--- src/rtl/ahb_pkg.sv ---
// Shared AHB-Lite encodings and the default-subordinate state constants
// used by the response mux and its error-responder FSM.
package ahb_pkg;

  localparam logic [1:0] HTRANS_IDLE   = 2'b00;
  localparam logic [1:0] HTRANS_BUSY   = 2'b01;
  localparam logic [1:0] HTRANS_NONSEQ = 2'b10;
  localparam logic [1:0] HTRANS_SEQ    = 2'b11;

  localparam logic HRESP_OKAY  = 1'b0;
  localparam logic HRESP_ERROR = 1'b1;

  typedef logic [1:0] dsub_state_t;
  localparam dsub_state_t D_IDLE = 2'd0;
  localparam dsub_state_t D_ERR1 = 2'd1;
  localparam dsub_state_t D_ERR2 = 2'd2;

  localparam int HSEL1_IDX     = 0;
  localparam int HSEL2_IDX     = 1;
  localparam int HSEL3_IDX     = 2;
  localparam int HSELD_IDX     = 3;
  localparam int HSEL_P_R_IDX  = 4;
  localparam int HSEL_P_WR_IDX = 5;

endpackage

--- src/rtl/ahb_default_sub.sv ---
// Default subordinate: answers active transfers to unmapped regions with
// the two-cycle AHB ERROR response.
module ahb_default_sub
  import ahb_pkg::*;
(
  input  logic       HCLK,
  input  logic       HRESET,
  input  logic       HREADY,
  input  logic [1:0] HTRANS,
  input  logic       no_sel,
  output logic       def_active,
  output logic       def_hready,
  output logic       def_hresp
);

  dsub_state_t state;
  dsub_state_t state_next;
  logic        unmapped_act;

  assign unmapped_act = HREADY && no_sel &&
                        ((HTRANS == HTRANS_NONSEQ) || (HTRANS == HTRANS_SEQ));

  always_comb begin
    state_next = D_IDLE;
    case (state)
      D_IDLE:  state_next = unmapped_act ? D_ERR1 : D_IDLE;
      D_ERR1:  state_next = D_ERR2;
      D_ERR2:  state_next = unmapped_act ? D_ERR1 : D_IDLE;
      default: state_next = D_IDLE;
    endcase
  end

  always_ff @(posedge HCLK) begin
    if (HRESET) state <= D_IDLE;
    else        state <= state_next;
  end

  // ERR1 stalls the manager; ERR2 completes the response and lets a new address phase in.
  assign def_active = (state == D_ERR1) || (state == D_ERR2);
  assign def_hready = (state != D_ERR1);
  assign def_hresp  = def_active ? HRESP_ERROR : HRESP_OKAY;

endmodule

--- src/rtl/ahb_resp_mux.sv ---
// AHB-Lite data-phase response mux: registers the address-phase select and
// steers the selected subordinate's data, ready and response to the manager.
module ahb_resp_mux
  import ahb_pkg::*;
#(
  parameter int DATA_WIDTH         = 32,
  parameter int NO_OF_SUBORDINATES = 6
) (
  input  logic                                     HCLK,
  input  logic                                     HRESET,
  input  logic [NO_OF_SUBORDINATES-1:0]            HSEL,
  input  logic [1:0]                               HTRANS,
  input  logic [NO_OF_SUBORDINATES*DATA_WIDTH-1:0] HRDATA_S,
  input  logic [NO_OF_SUBORDINATES-1:0]            HREADYOUT_S,
  input  logic [NO_OF_SUBORDINATES-1:0]            HRESP_S,
  output logic [DATA_WIDTH-1:0]                    HRDATA,
  output logic                                     HREADY,
  output logic                                     HRESP
);

  logic [NO_OF_SUBORDINATES-1:0] sel_q;
  logic                          no_sel;
  logic                          def_active;
  logic                          def_hready;
  logic                          def_hresp;

  assign no_sel = (HSEL == '0);

  // Hold the selection across wait states so a stalled data phase keeps its subordinate.
  always_ff @(posedge HCLK) begin
    if (HRESET)      sel_q <= '0;
    else if (HREADY) sel_q <= HSEL;
  end

  ahb_default_sub u_default_sub (
    .HCLK       (HCLK),
    .HRESET     (HRESET),
    .HREADY     (HREADY),
    .HTRANS     (HTRANS),
    .no_sel     (no_sel),
    .def_active (def_active),
    .def_hready (def_hready),
    .def_hresp  (def_hresp)
  );

  // Scanning downwards lets the lowest set index win if the select is ever multi-hot.
  always_comb begin
    HREADY = 1'b1;
    HRESP  = HRESP_OKAY;
    HRDATA = '0;
    if (def_active) begin
      HREADY = def_hready;
      HRESP  = def_hresp;
    end else begin
      for (int i = NO_OF_SUBORDINATES - 1; i >= 0; i--) begin
        if (sel_q[i]) begin
          HREADY = HREADYOUT_S[i];
          HRESP  = HRESP_S[i];
          HRDATA = HRDATA_S[i*DATA_WIDTH +: DATA_WIDTH];
        end
      end
    end
  end

  hsel_onehot: assert property (@(posedge HCLK) disable iff (HRESET)
                                HREADY |-> $onehot0(HSEL));

endmodule

--- config.mk ---
export PLATFORM = sky130hd
export DESIGN_NAME = ahb_resp_mux
export DESIGN_NICKNAME = d
export VERILOG_FILES = /design/src/rtl/ahb_pkg.sv /design/src/rtl/ahb_default_sub.sv /design/src/rtl/ahb_resp_mux.sv
export SDC_FILE = /design/constraint.sdc
export NUM_CORES = 1
export LEC_CHECK = 0
export CORE_MARGIN = 5
export CORE_UTILIZATION = 34
export DETAILED_ROUTE_END_ITERATION = 16
export GPL_TIMING_DRIVEN = 0
export PLACE_DENSITY = 0.95
export SLEW_MARGIN = 20
export SYNTH_ARGS = -nofsm -noshare
export SYNTH_HDL_FRONTEND = slang
export SYNTH_SLANG_ARGS = --single-unit
--- constraint.sdc ---
create_clock -name HCLK -period 3 [get_ports HCLK]
set_input_delay 0.6 -clock HCLK [delete_from_list [all_inputs] [get_ports HCLK]]
set_output_delay 0.6 -clock HCLK [all_outputs]
set_load 0.01 [all_outputs]
==> results.py <==
metrics = {
    "timing": {
        "drv_slew": 0,
        "clock.fmax_mhz": 349,
        "slew_headroom_pct": 64.6,
        "hold_violations": 0,
        "holdWs_ns": 0.731,
        "finalCritPeriodShare_pct": 95.4,
        "setup_slack_ns": 0.137,
        "finalClockSkew_ns": 0.00105,
        "setup_violations": 0,
        "fin_crit_ns": 2.86,
        "rsz0062_at_grt": "no",
        "tightest_slew_ns": 0.531,
    },
    "grt": {
        "grt_max_degree": 11,
        "grt_pass1_vias": 4473,
        "grt-ovfl-total": 0,
        "antenna_found_initial": 0,
        "grt_pass1_wl_mm": 21.9,
        "grt_util_all_layers_pct": 28.1,
    },
    "floorplan": {
        "row_count": 31,
        "die-height_um": 97.5,
        "core_sq_um": 7370,
        "start_util_pct": 35.3,
        "die_w_um": 97.5,
        "io_pins": 248,
        "die_area_sq_um": 9500,
    },
    "power": {
        "max-vdd-ir-drop_v": 0.000367,
        "power.total_mw": 3.61,
        "power.density_nw_per_um2": 695,
        "p_leak_nw": 2.09,
    },
    "cts": {
        "numCtsBuffers": 3,
        "htree_num_levels": 1,
        "cts.clk_slew.worst_paths_ns": 0.04,
        "cts_tree": "yes",
        "clk_latency_ns": 0.23,
        "cts_setup_buffers": 0,
        "cts_max_path_buffers": 2,
        "numClockSinks": 8,
        "cts-root-buf": "clkbuf_8",
    },
    "logic_synthesis": {
        "synth_top_area_cell": "a221o_1",
        "ys_seq_area_share_pct": 6.16,
        "synth_top_area_share_pct": 25.0,
        "netlist_area_sq_um": 2600,
        "yosys-top-cells-area": "a221o_1, a21oi_1, nand3b_1",
        "syn_avg_cell_area_sq_um": 6.59,
        "ys_types": 31,
        "synth-edff-count": 0,
        "yosysMostFrequentCell": "a21oi_1",
        "synthArstFlopShare_pct": 0,
        "synth_common_cells": "a21oi_1, a221o_1, inv_2",
        "syn_nets": 613,
        "ys.flop_type": "dfxtp_1",
        "synth-seq-cells": 8,
        "synth_warnings": 0,
        "synthCells": 395,
    },
    "detailed_routing": {
        "ant_nets": 0,
        "routed_wl_mm": 14.4,
        "routed_via_density": 5.63,
        "wl_per_cell_um": 19.4,
        "dr.pass1.iters": 5,
        "initialDrtViolationCount": 219,
        "drc": 0,
        "num_vias": 4179,
    },
    "worst_setup_path": {
        "cp_max_fo": 10,
        "cp-start-kind": "register",
        "crit_path_end_kind": "output port",
        "required_ns": 2.40,
        "worstPathArrival_ns": 2.26,
        "critical_path_class": "reg -> out",
    },
    "placement": {
        "dp.cells": 740,
        "io_buffers": 246,
        "gp_congestion": 0.935,
        "pre_cts_ws_ns": -0.114,
        "dp_hpwl_mm": 11.5,
    },
    "run": {
        "drv_cap": 0,
    },
    "finish": {
        "drive_above_1_share_pct": 14.3,
        "syn_to_final_growth_pct": 99.6,
        "final_cells": 742,
        "fin_nets": 863,
        "diodes": 0,
    },
    "worst_hold_path": {
        "hp-class": "reg -> reg",
    },
    "run_status": {
        "status": "finished, final reports clean",
    },
}
-- final timing paths --
kind | from | end | slack (ns) | cells after the start
max | sel_q[1] | HRESP | 0.14 | 6
min | u_default_sub.state[0] | u_default_sub.state[1] | 0.73 | 2
max reg2reg | u_default_sub.state[0] | u_default_sub.state[0] | 0.99 | 7
min reg2reg | u_default_sub.state[0] | u_default_sub.state[1] | 0.73 | 2
-- registers in the layout, summed over array words and instances, names as in the netlist --
signal / cells
u_default_sub.state: 2
sel_q: 6
-- cell type report --
class | instances | area, sq um
multi-input combinational | 269 | 1890
tap | 99 | 124
inverter | 69 | 269
buffer | 48 | 283
clock buffer | 3 | 41.3
timing repair buffer | 246 | 2420
fill | 587 | 2180
sequential | 8 | 160
-- routing by layer --
| metal | GRT usage, % | routed length (um) | up-vias |
|---|---|---|---|
| li1 | - | - | 1928 |
| met5 | 0 | 0 | - |
| met2 | 52.2 | 7310 | 281 |
| met3 | 5.60 | 1360 | 50 |
| met1 | 30.0 | 5200 | 1920 |
| met4 | 13.1 | 490 | 0 |
-- layout by cell type, fill, tap and decap left out, drive strengths merged --
cell	count
a2111oi	1
a211oi	1
a21oi	99
a221o	65
a221oi	1
and4	1
buf	22
clkbuf	29
clkdlybuf4s50	213
clkinvlp	8
dfxtp	8
dlygate4sd2	33
ha	4
inv	61
mux2i	6
nand2	34
nand2b	12
nand3	1
nand3b	33
nor2	1
nor2b	4
nor3	2
nor3b	1
nor4b	1
o221a	1
o31ai	1
-- worst max-delay path: stages (launching register included) --
cell             delay [ns]
dfxtp_1                0.30
clkbuf_1               0.24
buf_2                  0.30
buf_2                  0.29
a21oi_1                0.10
a221o_1                0.31
clkdlybuf4s50_1        0.49
-- cells by family after synthesis --
family                     count (synthesis)  share of synthesized area [%]
AOI/OAI and AO/OA                        169                           48.6
adders and majority gates                  4                           1.92
buffers and inverters                    118                           21.1
DFF                                        8                           6.16
muxes                                      6                           2.31
and+or+nand+nor                           90                           20.0
-- metrics by stage --
step	utilization [%]	setup TNS (ns)	cell area (sq um)
after global placement	70.4	-1.12	5190
after floorplan	-	0	2600
after global routing	70.4	0	5190
after detailed placement	70.4	-1.69	5190
final	70.4	0	5190
after CTS	70.4	0	5190
-- report_power, final --
| group | internal, mW | switching [mW] |
|---|---|---|
| Clock | 0.0874 | 0.0476 |
| Combinational | 1.66 | 1.66 |
| Sequential | 0.137 | 0.0143 |
-- repair_timing --
action | CTS | global route
hold buffers | 0 | 0
setup endpoints to repair | 34 | 0
gates resized for setup | 39 | 0
Note: power is estimated with default switching activity, not from simulation.
